File: config.mk
export PLATFORM = sky130hd
export DESIGN_NAME = gem_roll_to_csc_wg_lut_mch
export DESIGN_NICKNAME = d
export VERILOG_FILES = /design/src/rtl/gem_roll_to_csc_wg_lut_mch.sv
export SDC_FILE = /design/constraint.sdc
export NUM_CORES = 1
export LEC_CHECK = 0
export ABC_CLOCK_PERIOD_IN_PS = 3400
export CORE_MARGIN = 3
export CORE_UTILIZATION = 56
export DETAILED_ROUTE_END_ITERATION = 6
export PLACE_DENSITY = 0.89
export SLEW_MARGIN = 20
export SYNTH_ARGS = -nofsm -noshare
export SYNTH_HDL_FRONTEND = slang
export SYNTH_SLANG_ARGS = --single-unit
export TNS_END_PERCENT = 30
File: constraint.sdc
create_clock -name clock -period 3.4 [get_ports clock]
set_input_delay 0.85 -clock clock [delete_from_list [all_inputs] [get_ports clock]]
set_output_delay 0.85 -clock clock [all_outputs]
set_load 0.02 [all_outputs]
File: src/rtl/gem_roll_to_csc_wg_lut_mch.sv
// rtl/gem_roll_to_csc_wg_lut_mch.sv - GEM roll to CSC wiregroup window LUT, multi-channel
// Four programmable tables with a default-load FSM and an NCH-wide two-stage lookup pipeline.
module gem_roll_to_csc_wg_lut_mch #(
  parameter int ROLLW = 3,
  parameter int WGW   = 7,
  parameter int NCH   = 4
) (
  input  logic                 clock,
  input  logic                 reset,
  input  logic                 reload,
  output logic                 busy,
  input  logic                 wen,
  input  logic [1:0]           w_sel,
  input  logic [ROLLW-1:0]     w_adr,
  input  logic [WGW-1:0]       w_data,
  output logic                 wr_drop,
  input  logic [1:0]           rb_sel,
  input  logic [ROLLW-1:0]     rb_adr,
  output logic [WGW-1:0]       rb_data,
  input  logic [NCH-1:0]       lk_vld,
  input  logic [NCH-1:0]       lk_even,
  input  logic [NCH*ROLLW-1:0] lk_roll,
  output logic [NCH-1:0]       out_vld,
  output logic [NCH*WGW-1:0]   out_wg_lo,
  output logic [NCH*WGW-1:0]   out_wg_hi,
  output logic [NCH-1:0]       out_inv
);

  localparam int DEPTH = 1 << ROLLW;
  localparam logic [0:0] S_IDLE = 1'b0;
  localparam logic [0:0] S_LOAD = 1'b1;

  // Table order: odd_low, odd_high, even_low, even_high
  localparam logic [7:0] DEF [4][8] = '{
    '{8'd37, 8'd31, 8'd27, 8'd22, 8'd19, 8'd15, 8'd11, 8'd8},
    '{8'd47, 8'd44, 8'd38, 8'd33, 8'd28, 8'd23, 8'd19, 8'd15},
    '{8'd37, 8'd31, 8'd27, 8'd22, 8'd17, 8'd13, 8'd10, 8'd6},
    '{8'd47, 8'd44, 8'd38, 8'd32, 8'd27, 8'd22, 8'd17, 8'd14}
  };

  logic [0:0]       state;
  logic [ROLLW-1:0] ptr;
  logic [WGW-1:0]   tbl [4][DEPTH];

  logic [NCH-1:0]       s1_vld;
  logic [NCH-1:0]       s1_even;
  logic [NCH*ROLLW-1:0] s1_roll;
  logic [WGW-1:0]       rd_lo [NCH];
  logic [WGW-1:0]       rd_hi [NCH];

  function automatic logic [WGW-1:0] dflt(input logic [1:0] sel, input logic [ROLLW-1:0] adr);
    logic [7:0] v;
    v = '0;
    if (int'(adr) < 8) v = DEF[sel][3'(adr)];
    return WGW'(v);
  endfunction

  assign busy = (state == S_LOAD);

  always_ff @(posedge clock or posedge reset) begin
    if (reset) begin
      state <= S_LOAD;
      ptr   <= '0;
    end else begin
      case (state)
        S_LOAD: begin
          if (reload) begin
            ptr <= '0;
          end else if (ptr == ROLLW'(DEPTH - 1)) begin
            state <= S_IDLE;
            ptr   <= '0;
          end else begin
            ptr <= ptr + 1'b1;
          end
        end
        default: begin
          if (reload) begin
            state <= S_LOAD;
            ptr   <= '0;
          end
        end
      endcase
    end
  end

  // Table storage is not reset; the load FSM fills it after every reset.
  always_ff @(posedge clock) begin
    if (state == S_LOAD) begin
      for (int t = 0; t < 4; t++) tbl[t][ptr] <= dflt(2'(t), ptr);
    end else if (wen) begin
      tbl[w_sel][w_adr] <= w_data;
    end
  end

  always_ff @(posedge clock or posedge reset) begin
    if (reset) begin
      wr_drop <= 1'b0;
      rb_data <= '0;
    end else begin
      wr_drop <= wen & busy;
      rb_data <= tbl[rb_sel][rb_adr];
    end
  end

  always_comb begin
    for (int i = 0; i < NCH; i++) begin
      rd_lo[i] = tbl[{s1_even[i], 1'b0}][s1_roll[i*ROLLW +: ROLLW]];
      rd_hi[i] = tbl[{s1_even[i], 1'b1}][s1_roll[i*ROLLW +: ROLLW]];
    end
  end

  always_ff @(posedge clock or posedge reset) begin
    if (reset) begin
      s1_vld    <= '0;
      s1_even   <= '0;
      s1_roll   <= '0;
      out_vld   <= '0;
      out_wg_lo <= '0;
      out_wg_hi <= '0;
      out_inv   <= '0;
    end else begin
      s1_vld  <= lk_vld & {NCH{~busy}};
      s1_even <= lk_even;
      s1_roll <= lk_roll;
      out_vld <= s1_vld;
      for (int i = 0; i < NCH; i++) begin
        // Data holds its last value on idle channels
        if (s1_vld[i]) begin
          out_wg_lo[i*WGW +: WGW] <= rd_lo[i];
          out_wg_hi[i*WGW +: WGW] <= rd_hi[i];
        end
        out_inv[i] <= s1_vld[i] & (rd_lo[i] > rd_hi[i]);
      end
    end
  end

endmodule

Word-level counts from Yosys, hierarchy flattened
Memories as Yosys holds them, arrays and structs flattened.
Cells that the tools add are included.
Widths: inputs -> output; s select.
{"block": "word_totals", "word_cells": 114, "inputBits": 41, "mem_count": 5, "mem_bits_rw": 224, "out_inout_bits": 73, "romBits": 256, "regBits": 96}
{"block": "classes", "bitwise": 14, "n_addsub": 1, "mux": 59, "magnitude_cmp": 13, "n_reduce_logical": 4, "n_eq_ne": 1}
{"name": "tbl", "words": 4, "word_bits": 56, "rd": 9, "rd_clocked_by_memory_dff": 0, "wr": 4, "line": "43", "source": "logic [WGW-1:0] tbl [4][DEPTH];"}
{"name": "(name not given)", "words": 8, "word_bits": 8, "rd": 1, "rd_clocked_by_memory_dff": 0, "wr": 0, "line": "54", "source": "if (int'(adr) < 8) v = DEF[sel][3'(adr)];"}
{"name": "(name not given)", "words": 8, "word_bits": 8, "rd": 1, "rd_clocked_by_memory_dff": 0, "wr": 0, "line": "54"}
{"name": "(name not given)", "words": 8, "word_bits": 8, "rd": 1, "rd_clocked_by_memory_dff": 0, "wr": 0, "line": "54"}
{"name": "(name not given)", "words": 8, "word_bits": 8, "rd": 1, "rd_clocked_by_memory_dff": 0, "wr": 0, "line": "54"}
{"op": "$mux 56", "count": 4}
{"op": "$mux 7", "count": 32}
{"op": "$bmux 7 s3", "count": 9}
{"op": "$reduce_or 56->1", "count": 1}
{"op": "$demux 7 s3", "count": 2}
{"op": "$ge 4x4->1 const B", "count": 7}
{"op": "$gt 7x7->1", "count": 4}
{"op": "$not 3->4", "count": 7}
{"op": "$mux 3", "count": 4}
{"op": "$lt 4x1->1 const B", "count": 2}
{"op": "$mux 1", "count": 7}
{"op": "$and 1x1->1", "count": 5}
{"op": "$and 4x4->4", "count": 1}
{"op": "$add 3x1->3 const B", "count": 1}
{"op": "$eq 3x3->1 const B", "count": 1}
{"op": "$logic_and 1x1->1", "count": 2}
{"op": "$mux 2", "count": 1}
{"op": "$reduce_bool 2->1", "count": 1}
{"op": "$not 1->1", "count": 1}

Longest topological paths before layout
Gate-level depths: netlist of run 1.
{"block": "logic_depth", "word_depth": 8, "mapped_depth": 13, "ltp_nobuf": 9}

Worst setup path before layout of run 1
Ideal clock, no wire load.
{"block": "synth_path", "kind": "register to register", "from": "register s1_even[1]", "to": "register out_inv[1]", "path_buffers": 3, "period_less_slack_ns": 2.565, "path_stages_with_launch": 12, "t_arrival_ns": 2.436, "required_time_ns": 3.271, "setup_time_ns": 0.129, "slack_ns": 0.835, "path_cell_list": "dfrtp_1 > buf_6 > buf_8 > buf_2 > mux4_2 > o21ai_0 > nand2_1 > ha_1 > nor2b_1 > o21a_1 > o21bai_1 > a31oi_1"}
{"element": "from (decl)", "line": "46", "source": "logic [NCH-1:0] s1_even;"}
{"element": "from (signal assigned)", "line": "123", "source": "s1_even <= lk_even;"}
{"element": "to (signal, indexed assignment)", "line": "132", "source": "out_inv[i] <= s1_vld[i] & (rd_lo[i] > rd_hi[i]);"}
{"element": "to (decl)", "line": "26", "source": "output logic [NCH-1:0] out_inv"}

==> metrics, run 1 <==
worst-case vdd ir drop 0.310 mV; worst min-delay path category flip-flop to flip-flop; net count reported at finish between 1500 and 2000; CP Cell Sequence buf_12 > buf_4 > mux4_2 > o21ai_0 > buf_4 > nand2_1 > ha_1 > a21oi_1 > nor2b_1 > o21ai_0 > a31oi_1; detailed-placement wirelength estimate approximately 55000 um; skew final approximately 0.032 ns; initial standard-cell utilization of the core 57.5%; Slowest-stage cell, CP dfrtp_1; post-route ant nets 0; number of max-capacitance violations reported 0; number of top-level pins ~110; initial antenna violation count 3; DR DRC count 0; leakage dissipation 0.00994 uW; CTS buffer count 36; fin crit period 3.20 ns; Critical Path Fanout Max 14; clock slew at reported path FFs roughly 0.06 ns; status finished clean; number of setup buffers added after CTS 0; mean instance size in the synthesized netlist approximately 14 um2; worst-case clock buffer depth 3; cell types occupying the most area after synthesis edfxtp_1, mux4_2, mux2i_1, dfrtp_1, mux2_2; number of cells produced by synthesis approximately 1500; I/O Buffers about 110; 1st-iter DRT viols between 2000 and 3000; fraction of registers with async set or reset after synthesis a little under a third; Final Hold Vio Count 0; latest clock arrival within the worst-skew pair 0.56 ns; floorplan die area ~42000 um2; TritonCTS clock tree built; share of layout cells above drive strength 1 between 20% and 30%; post-cts resize count 0; upper clock frequency limit about 310 MHz; unique cell type count in the Yosys netlist between 50 and 60; required time at the endpoint of the critical path roughly 3.8 ns; element type at the critical path end flip-flop; detailed-route vias per instance about 7.5; synthesis-to-finish area growth 14.7%; vias in the first global route between 15000 and 20000; startpoint class of the critical path flip-flop; final-layout fill cell count 2608; number of placement rows 71; post-synth top area share just over 30%; routed wire length per instance about 34 um; synthesized cell area between 20000 and 25000 um2; crit-path leading delay family compound AO/OA/AOI/OAI gates; power density normalized to cell area ~480 nW/um2; hold buffer count at cts 0; top library cells by usage in the layout, fill and taps aside mux2i_1, mux4_2, edfxtp_1; detailed-router iteration count before antenna repair 6; Final Wtd Congestion about 1.0; number of flops mapped to enable cells by yosys about 220; Setup TNS 0 ns; Ant. Diodes 0; maximum number of pins on one net before global-route repair 57; detailed-route via count 16438; clock sinks 320; most area-hungry cell type in the Yosys netlist edfxtp_1; Floorplan Core Area 38200 um2; number of levels the H-tree was split into 2; final setup violation count 0; CP Class flip-flop to flip-flop; worst path arrival time approximately 3.6 ns; Main synth FF type edfxtp_1; FF+latch count, synth 320; final hold slack ~0.50 ns; final global-route overflow total 0; Buffers & Inverters on Critical Path 3; routed wire length 74600 um; number of warnings printed during yosys synthesis 0; wire length of the first global-routing pass 109000 um; horizontal die dimension a little over 200 um; Max Slew Vio Count 0; unrepaired setup endpoints after global routing no; worst slew margin relative to its limit between 30% and 40%; clk root buf clkbuf_16; Post-Synthesis Net Count 1623; overall track demand over capacity in global routing between 30% and 40%; Vert. Die Dim ~200 um; slew at the pin closest to its max-slew limit just over 1 ns; sequential share of the synthesized area 41.5%; post-layout utilization of the core about two thirds; slowest cell delay on critical path 0.62 ns; final period utilization between 90% and 100%; most common cell after layout, fill and taps aside mux2i_1
-- cells in the mapped netlist (5+ instances only) --
| library cell | n |
|---|---|
| mux2i_1 | 272 |
| o22ai_1 | 29 |
| dfrtp_1 | 95 |
| o221ai_1 | 14 |
| buf_4 | 8 |
| nor2_1 | 69 |
| o21ai_0 | 31 |
| a221oi_1 | 17 |
| a221o_1 | 6 |
| buf_1 | 12 |
| o21ai_1 | 12 |
| buf_2 | 41 |
| mux2_2 | 52 |
| inv_1 | 35 |
| edfxtp_1 | 224 |
| o21a_1 | 6 |
| a31oi_1 | 14 |
| nand2_2 | 7 |
| a22oi_2 | 5 |
| clkbuf_1 | 52 |
| nor3_1 | 6 |
| nor2b_1 | 19 |
| nor4_1 | 7 |
| nand2_1 | 80 |
| nand4_1 | 5 |
| nand2b_1 | 14 |
| mux4_2 | 243 |
| buf_6 | 14 |
| a21oi_1 | 42 |
| nand3_1 | 15 |
| mux4_1 | 10 |
| ha_1 | 35 |
| a2bb2oi_1 | 7 |
| nand3b_1 | 6 |
-- sequential cells by signal, summed over array words and instances, names as in the netlist --
name,cells
tbl,224
out_wg_hi,28
out_wg_lo,28
s1_roll,12
rb_data,7
out_inv,4
out_vld,4
s1_even,4
s1_vld,4
ptr,3
busy,1
wr_drop,1
-- worst paths after layout --
check | startpoint | endpoint | slack, ns | cells past startpoint
max | s1_roll[3]$_DFF_PP0_ | out_inv[1]$_DFF_PP0_ | 0.20 | 11
min reg2reg | out_wg_lo[23]$_DFFE_PP0P_ | out_wg_lo[23]$_DFFE_PP0P_ | 0.50 | 1
max reg2reg | s1_roll[3]$_DFF_PP0_ | out_inv[1]$_DFF_PP0_ | 0.20 | 11
max in group asynchronous | reset | out_wg_lo[21]$_DFFE_PP0P_ | 1.97 | 3
min | out_wg_lo[23]$_DFFE_PP0P_ | out_wg_lo[23]$_DFFE_PP0P_ | 0.50 | 1
min in group asynchronous | reset | out_wg_lo[14]$_DFFE_PP0P_ | 0.75 | 2
-- metal layers --
metal	track usage (%)	vias up	wire length, um
met4	20.7	2	5110
met1	48.5	8126	25100
met2	51.2	1525	31700
met5	0	-	14
met3	12.7	244	12700
li1	-	6541	-
-- power breakdown --
| part | total [uW] | switching, uW | internal [uW] | leakage [uW] |
|---|---|---|---|---|
| clock | 3970 | 1630 | 2340 | 0.000590 |
| combinational | 3030 | 1630 | 1400 | 0.00621 |
| sequential | 5070 | 436 | 4630 | 0.00315 |
-- cell families (layout without fill, tap and decap cells) --
family | after synthesis | in the layout | share of synthesized area [%]
AO/OA/AOI/OAI | 195 | 195 | 5.88
adder cells (fa/ha/maj) | 35 | 35 | 1.99
multiplexers | 577 | 577 | 41.2
AND/OR/NAND/NOR | 249 | 249 | 5.49
flip-flops | 320 | 320 | 41.5
buffers and inverters | 171 | 312 | 3.95
-- layout make-up --
cell class	count	area, um2	area share [%]
Clock buffer	48	1010	4.00
Clock inverter	17	213	0.844
Inverter	41	156	0.621
Multi-Input combinational cell	1056	12000	47.6
Sequential cell	320	9150	36.3
Tap cell	511	639	2.54
Timing Repair Buffer	206	2050	8.12
-- through the flow --
step                instance area, um2  std cells  setup WS, ns  power (uW)
floorplan                        22000       1547        0.0463        6790
global placement                 24000       2134         0.310        7960
detailed placement               24000       2134         0.248        8070
CTS                              25200       2199         0.257       12000
global route                     25200       2199         0.143       12400
finish                           25200       2199         0.198       12100
-- worst reg2reg max path, delay by kind of cell, from the launching register on --
kind	cells	cell delay [ns]
AOI/OAI and AO/OA	4	0.94
buffers and inverters	3	0.72
DFF	1	0.62
muxes	1	0.34
adders and majority gates	1	0.32
and+or+nand+nor	2	0.12
No activity file was read; power rests on OpenSTA's default activity.
==> inputs of run 2 (changes only) <==
- ABC_CLOCK_PERIOD_IN_PS: 3400 -> 2800
- CORE_MARGIN: 3 -> default
- GPL_TIMING_DRIVEN: default -> 0
- clock period: 3.4 -> 2.8 ns (I/O delays scaled with it)
==> run 2 against run 1 <==
Maximum frequency increased by 11%; register-to-register slack got worse by 0.28 ns; the flow now finishes with violations (design-rule violations, negative setup slack); sequential cell count unchanged; setup slack got worse by 0.28 ns; wire length increased by 13%; clock power increased by 28%; largest power group unchanged.
==> metrics, run 2 (same netlist as run 1, synthesis figures left out) <==
status finished, violations left; violated checks design-rule violations, negative setup slack; Largest regs tbl: 224 flops, out_wg_hi: 28 flops, out_wg_lo: 28 flops; Final Wtd Congestion approximately 1.1; most common cell after layout, fill and taps aside mux2i_1; detailed-route vias per instance about 7.6; routed wire length per instance 37.1 um; Setup TNS -0.407 ns; floorplan die area ~40000 um2; number of flip-flops under the largest register name between 200 and 250; worst min-delay path category flip-flop to flip-flop; TritonCTS clock tree built; clock network fraction of total power 33.6%; detailed-router iteration count before antenna repair 7; Slowest-stage cell, CP mux4_1; Vert. Die Dim 200 um; worst-case vdd ir drop around 0.56 mV; clock slew at reported path FFs 0.06 ns; power density normalized to cell area 586 nW/um2; worst path arrival time ~3.4 ns; final global-route overflow total 0; maximum number of pins on one net before global-route repair 35; initial standard-cell utilization of the core a little under three fifths; DR DRC count 8; overall track demand over capacity in global routing roughly 42%; proportion of power drawn by flip-flops and latches between 40% and 50%; slowest cell delay on critical path about 0.58 ns; net switching power between 4000 and 5000 uW; routed wire length around 84000 um; crit-path leading delay family multiplexers; CP Cell Sequence buf_6 > buf_12 > mux4_1 > mux2_2 > a22oi_2 > ha_1 > nand4_1 > o21ai_0 > a31oi_1; post-route ant nets 0; Floorplan Core Area 38600 um2; initial antenna violation count 0; clk root buf clkbuf_16; horizontal die dimension 200 um; final-layout fill cell count approximately 2700; detailed-route via count between 15000 and 20000; post-layout utilization of the core 66.7%; Max Slew Vio Count 0; latest clock arrival within the worst-skew pair 0.57 ns; number of max-capacitance violations reported 0; CP Class flip-flop to flip-flop; proportion of power drawn by combinational gates a little over a quarter; Buffers & Inverters on Critical Path 2; worst-case clock buffer depth 3; Cells after DPL 2179; share of total power consumed by net switching roughly 31%; required time at the endpoint of the critical path approximately 3.3 ns; Multi-input gate area 12200 um2; final period utilization 103%; leakage dissipation 0.0101 uW; fin crit period slightly below 3 ns; Critical Path Fanout Max 10; skew final ~0.019 ns; number of top-level pins between 100 and 150; 1st-iter DRT viols just under 3000; number of placement rows 72; clock sinks 320; startpoint class of the critical path flip-flop; I/O Buffers 111; share of layout cells above drive strength 1 30.9%; wire length of the first global-routing pass between 100000 and 150000 um; final setup violation count 14; number of levels the H-tree was split into 2; top library cells by usage in the layout, fill and taps aside mux2i_1, mux4_2, edfxtp_1; footprint of the flip-flops and latches just over 9000 um2; worst slew margin relative to its limit a little under a third; vias in the first global route around 17000; synthesis-to-finish area growth 17.3%; internal power summed over all cells between 10000 and 15000 uW; Final Hold Vio Count 0; CTS buffer count 38; upper clock frequency limit approximately 350 MHz; Worst Slack Setup Final -0.0859 ns; element type at the critical path end flip-flop; register containing the most flip-flops in the final layout tbl; unrepaired setup endpoints after global routing yes; detailed-placement wirelength estimate 64100 um; post-route non-filler standard cell count about 2300; net count reported at finish 1799; slew at the pin closest to its max-slew limit a little over 1 ns
==> run 2: path summary, 6_finish.rpt <==
kind | endpoint | slack (ns) | cells after the start | from
setup reg to reg | out_inv[1]$_DFF_PP0_ | -0.09 | 9 | s1_even[1]$_DFF_PP0_
max in group asynchronous | s1_roll[7]$_DFF_PP0_ | 1.57 | 4 | reset
hold / removal | out_vld[3]$_DFF_PP0_ | 0.37 | 0 | s1_vld[3]$_DFF_PP0_
hold reg to reg | out_vld[3]$_DFF_PP0_ | 0.37 | 0 | s1_vld[3]$_DFF_PP0_
min in group asynchronous | out_wg_hi[17]$_DFFE_PP0P_ | 0.48 | 2 | reset
setup / recovery | out_inv[1]$_DFF_PP0_ | -0.09 | 9 | s1_even[1]$_DFF_PP0_
==> run 2: metal layers <==
layer / wire length [um] / global-route usage, %
met5: 165 / 2.86
met4: 5980 / 23.0
met3: 13900 / 15.9
met2: 36200 / 62.3
met1: 28100 / 54.1
==> run 2: metrics by stage <==
step	total power (uW)	cell area (um2)	hold slack [ns]	worst slack (ns)
CTS	14900	25300	0.376	-0.0556
finish	15100	25800	0.371	-0.0859
global placement	9670	23700	0.357	-0.809
floorplan	8240	22000	0.352	0.235
global route	15400	25800	0.386	-0.125
detailed placement	9790	23800	0.358	-0.858
==> run 2: layout make-up <==
class,instances,share of cell area (%)
multi-input cells,1056,47.3
flip-flops and latches,320,35.4
repair buffers,139,5.35
clock buffers,50,3.98
plain buffers,127,3.84
well taps,518,2.51
clock inverters,19,0.917
inverters,41,0.616
diodes,1,0.00971
==> run 2: what timing repair did <==
action	4_1_cts	5_1_grt
gates resized for setup	103	75
pin swaps	3	2
hold buffers	0	0
buffers inserted	2	23
setup endpoints to repair	125	111
endpoints found under the hold margin	0	0
==> run 2: power groups by stage <==
stage	sequential, uW	clock (uW)	combinational [uW]
finish	6090	5080	3940
global route	6110	5230	4100
CTS	6040	5060	3750
detailed placement	6120	0	3670
global placement	6090	0	3580
floorplan	6200	0	2040
==> inputs of run 3 (changes only) <==
- CORE_UTILIZATION: 56 -> 40
- PLACE_DENSITY: 0.89 -> 0.7
==> run 3 against run 2 <==
The run ends with negative setup slack left; maximum frequency grew 2.6%; die area increased by 40%; combinational power about the same; global-route usage fell by 12 points; utilization down 19 points; total power is 1.7% lower; clock skew is 0.015 ns higher; register-to-register slack improved by 0.07 ns; first-iteration DRC count down 17%; clock power fell by 4.1%; largest power group unchanged.
==> metrics, run 3 (same netlist as run 1, synthesis figures left out) <==
worst-case vdd ir drop 0.389 mV; worst-case clock buffer depth 3; power density normalized to cell area ~580 nW/um2; clock sinks 320; number of flip-flops under the largest register name between 200 and 250; vias in the first global route about 16000; post-layout utilization of the core between 40 and 50%; Largest regs tbl: 224 flops, out_wg_hi: 28 flops, out_wg_lo: 28 flops; Max Slew Vio Count 0; register containing the most flip-flops in the final layout tbl; Floorplan Core Area approximately 54000 um2; DR DRC count 0; worst min-delay path category flip-flop to flip-flop; Vert. Die Dim between 200 and 250 um; number of max-capacitance violations reported 0; initial antenna violation count 1; register-to-register setup slack -0.01 ns; final period utilization 100%; top library cells by usage in the layout, fill and taps aside mux2i_1, mux4_2, edfxtp_1; leakage dissipation about 0.01 uW; routed wire length per instance roughly 35 um; violated checks negative setup slack; 1st-iter DRT viols roughly 2400; Critical Path Fanout Max 10; final hold slack ~0.38 ns; detailed-route vias per instance about 6.8; number of levels the H-tree was split into 2; Cells after DPL 2357; initial standard-cell utilization of the core between 40% and 50%; net count reported at finish roughly 1800; Multi-input gate area approximately 12000 um2; CTS buffer count 38; horizontal die dimension between 200 and 250 um; required time at the endpoint of the critical path approximately 3.2 ns; final-layout fill cell count ~4700; routed wire length roughly 84000 um; element type at the critical path end flip-flop; most common cell after layout, fill and taps aside mux2i_1; number of top-level pins 114; fin crit period 2.81 ns; latest clock arrival within the worst-skew pair approximately 0.59 ns; startpoint class of the critical path flip-flop; Ant. Diodes 0; upper clock frequency limit roughly 360 MHz; clock slew at reported path FFs about 0.060 ns; footprint of the flip-flops and latches between 9000 and 10000 um2; wire length of the first global-routing pass ~120000 um; synthesis-to-finish area growth 17.3%; worst path arrival time between 3 and 4 ns; Final Wtd Congestion ~1.2; overall track demand over capacity in global routing around 30%; post-route ant nets 0; number of placement rows 85; share of layout cells above drive strength 1 30.5%; skew final about 0.034 ns; slew at the pin closest to its max-slew limit roughly 1.1 ns; unrepaired setup endpoints after global routing yes; maximum number of pins on one net before global-route repair 34; post-route non-filler standard cell count 2440; status finished, violations left; CP Class flip-flop to flip-flop; Worst Slack Setup Final -0.0138 ns; Final Hold Vio Count 0; I/O Buffers around 110; clk root buf clkbuf_16; detailed-router iteration count before antenna repair 6; floorplan die area 55900 um2; detailed-placement wirelength estimate 65700 um; worst slew margin relative to its limit 28.2%; final global-route overflow total 0; pre-CTS WS -1.14 ns; final setup violation count 1; TritonCTS clock tree built; detailed-route via count around 17000
-- run 3: cell types whose count changed in the layout (fill, tap and decap cells not counted), moves of 3 or more --
| cell | previous run | this run |
|---|---|---|
| buf_12 | 14 | 10 |
| buf_2 | 24 | 27 |
| buf_4 | 34 | 25 |
| buf_8 | 4 | 9 |
| inv_4 | 3 | 0 |
| mux2i_1 | 250 | 259 |
| mux2i_2 | 16 | 10 |
| mux2i_4 | 6 | 3 |
| nand2_1 | 78 | 72 |
| nand2_2 | 9 | 15 |
-- run 3: repair_timing --
action | in CTS | in global routing
buffers inserted | 3 | 15
gates resized for setup | 98 | 65
hold buffers | 0 | 0
pin swaps | 4 | 3
gates cloned | 0 | 0
endpoints found under the setup margin | 149 | 136
-- run 3: worst max-delay path: stages, from the launching register on --
cell and delay, ns:
dfrtp_1 0.42, buf_4 0.29, clkbuf_4 0.32, mux4_2 0.34, mux2i_2 0.26, mux2i_1 0.18, ha_1 0.34, nor2b_1 0.13
o21a_1 0.16, o21bai_1 0.11, a31oi_1 0.09
-- run 3: worst paths after layout --
path	end	cells past startpoint	start
worst max-delay path	out_inv[3]$_DFF_PP0_	10	s1_roll[10]$_DFF_PP0_
worst min-delay path	out_vld[2]$_DFF_PP0_	0	s1_vld[2]$_DFF_PP0_
worst max register to register	out_inv[3]$_DFF_PP0_	10	s1_roll[10]$_DFF_PP0_
worst min register to register	out_vld[2]$_DFF_PP0_	0	s1_vld[2]$_DFF_PP0_
max in group asynchronous	s1_roll[7]$_DFF_PP0_	4	reset
min in group asynchronous	out_wg_hi[1]$_DFFE_PP0P_	2	reset
-- run 3: cell type report --
| class | instances | area share, % |
|---|---|---|
| clock buffer | 51 | 3.99 |
| multi-input combinational | 1056 | 47.2 |
| timing repair buffer | 132 | 5.16 |
| sequential | 320 | 35.4 |
| inverter | 41 | 0.616 |
| tap | 696 | 3.38 |
| clock inverter | 16 | 0.675 |
| buffer | 128 | 3.56 |
-- run 3: stage by stage --
| step | power (uW) | setup TNS [ns] | cell area, um2 |
|---|---|---|---|
| 6_report | 14900 | -0.0138 | 25800 |
| 5_1_grt | 15300 | -0.284 | 25800 |
| 4_1_cts | 14700 | -0.201 | 25500 |
| 3_5_place_dp | 9810 | -188.71 | 24000 |
| 3_3_place_gp | 9700 | -174.02 | 24000 |
| 2_1_floorplan | 8240 | 0 | 22000 |
-- run 3: report_power, final --
group | switching, uW | internal [uW] | total [uW] | leakage (uW)
Clock | 2080 | 2790 | 4870 | 0.000577
Sequential | 450 | 5620 | 6070 | 0.00315
Combinational | 2160 | 1750 | 3910 | 0.00631
-- run 3: metal layers --
layer / up-vias / share of wire (%) / wire, um / global-route usage (%)
li1: 6637 / - / - / -
met1: 8423 / 35 / 29100 / 37.6
met2: 1401 / 44 / 36900 / 44.3
met3: 246 / 15 / 12400 / 11.1
met4: 2 / 6.7 / 5670 / 18.1
met5: - / 0.21 / 175 / 2.25
==> edit: new RTL, settings of run 3 <==
Reset style: synchronous (`reset`), changed in 3 clocked blocks.
--- a/src/rtl/gem_roll_to_csc_wg_lut_mch.sv
+++ b/src/rtl/gem_roll_to_csc_wg_lut_mch.sv
@@ -59,3 +59,3 @@
 
-  always_ff @(posedge clock or posedge reset) begin
+  always_ff @(posedge clock) begin
     if (reset) begin
@@ -94,3 +94,3 @@
 
-  always_ff @(posedge clock or posedge reset) begin
+  always_ff @(posedge clock) begin
     if (reset) begin
@@ -111,3 +111,3 @@
 
-  always_ff @(posedge clock or posedge reset) begin
+  always_ff @(posedge clock) begin
     if (reset) begin
Function: changed (a bounded check fails within 4 cycles, from zero or initial values and one cycle with reset high).
==> edit against run 3 <==
- count of clock-buffer cells in the layout did not move
- routed wire length rose by 27%
- the flow still finishes with violations (setup timing)
- worst setup slack got worse by 76 ps
- total power fell by 13%
- clock skew rose by 2.4 ps
- combinational power fell by 39%
- final cell count fell by 0.61%
- area after synthesis fell by 3.0%
- cell area rose by 0.64%
- critical path type is now primary input to flop
- sequential power fell by 13%
- sequential cell count did not move
==> edit: results (changes against run 3) <==
place_ws_ps: -1050  # was -1140 ps
grtUsageTotal: 0.398  # was 0.301
async_reset_ff_frac: 0  # was 0.300
violations: "setup timing"  # unchanged
setup_violations: 41  # was 1
vdd_ir_drop_max_mv: 0.399  # was 0.389 mV
worstPathArrival_ps: 3300  # was 3250 ps
syn-num-nets: 1590  # was 1623
seq_area_frac_synth: 0.406  # was 0.415
cts_buffers: 39  # was 38
grt_util_met1: 0.476  # was 0.376
r2r_start: "ptr[2]"  # was s1_roll[10]
p_switching_uw: 3810  # was 4690 uW
grt_pass1_wl_um: 143000  # was 119000 um
skew_ps: 36.2  # was 33.8 ps
cpMaxStageDelayCell: "clkbuf_1"  # was dfrtp_1
cp_slowest_stage_delay_ps: 940  # was 420 ps
status: "finished with violations"  # unchanged
grtUsageMet2: 0.597  # was 0.443
grtUsageMet3: 0.156  # was 0.111
grt_max_degree: 18  # was 34
p_leak_uw: 0.00892  # was 0.0100 uW
dp_hpwl_um: 81100  # was 65700 um
setup_slack_ps: -89.9  # was -13.8 ps
synth_cells: 1514  # was 1547
grt_pass1_vias: 16837  # was 16.4k
-- edit: repair_timing --
action                                  4_1_cts  5_1_grt
gates resized for setup                     189       85
endpoints found under the setup margin      304      173
endpoints found under the hold margin         0        0
buffers inserted                             19       23
pin swaps                                     7       10
-- edit: kinds of logic after synthesis --
logic type	share of synthesized area
DFF	0.406
buffers and inverters	0.0372
muxes	0.381
adders and majority gates	0.0205
AOI/OAI and AO/OA	0.0826
and+or+nand+nor	0.0726
-- edit: through the flow --
| step | total power [uW] | instance area (um2) |
|---|---|---|
| CTS | 12700 | 25400 |
| global route | 13100 | 25900 |
| finish | 12900 | 25900 |
| global placement | 7400 | 23300 |
| detailed placement | 7420 | 23300 |
| floorplan | 6520 | 21300 |
-- edit: path summary, 6_finish.rpt --
check / to / slack [ps] / cells past startpoint
max reg2reg: tbl[3][1] / -80 / 7
min reg2reg: out_wg_hi[6] / 490 / 2
max: rb_data[3] / -90 / 5
min: out_wg_hi[6] / 490 / 2
-- edit: power by group through the flow --
stage          registers (uW)  clock network (uW)  logic, uW
2_1_floorplan            5300                   0       1230
3_3_place_gp             5360                   0       2040
3_5_place_dp             5370                   0       2060
4_1_cts                  5270                5240       2210
5_1_grt                  5280                5390       2440
6_report                 5280                5240       2390
-- edit: per-layer routing --
metal | up-vias | share of wire
li1 | 6615 | -
met1 | 8968 | 0.34
met2 | 1729 | 0.43
met3 | 447 | 0.14
met4 | 0 | 0.079
met5 | - | 0
-- edit: area by class of cell --
type / count / share of cell area
multi-input cells: 1030 / 0.477
flip-flops and latches: 320 / 0.334
repair buffers: 154 / 0.0579
plain buffers: 132 / 0.0441
clock buffers: 51 / 0.0406
well taps: 688 / 0.0332
clock inverters: 21 / 0.00940
inverters: 28 / 0.00405
diodes: 1 / 0.0000965
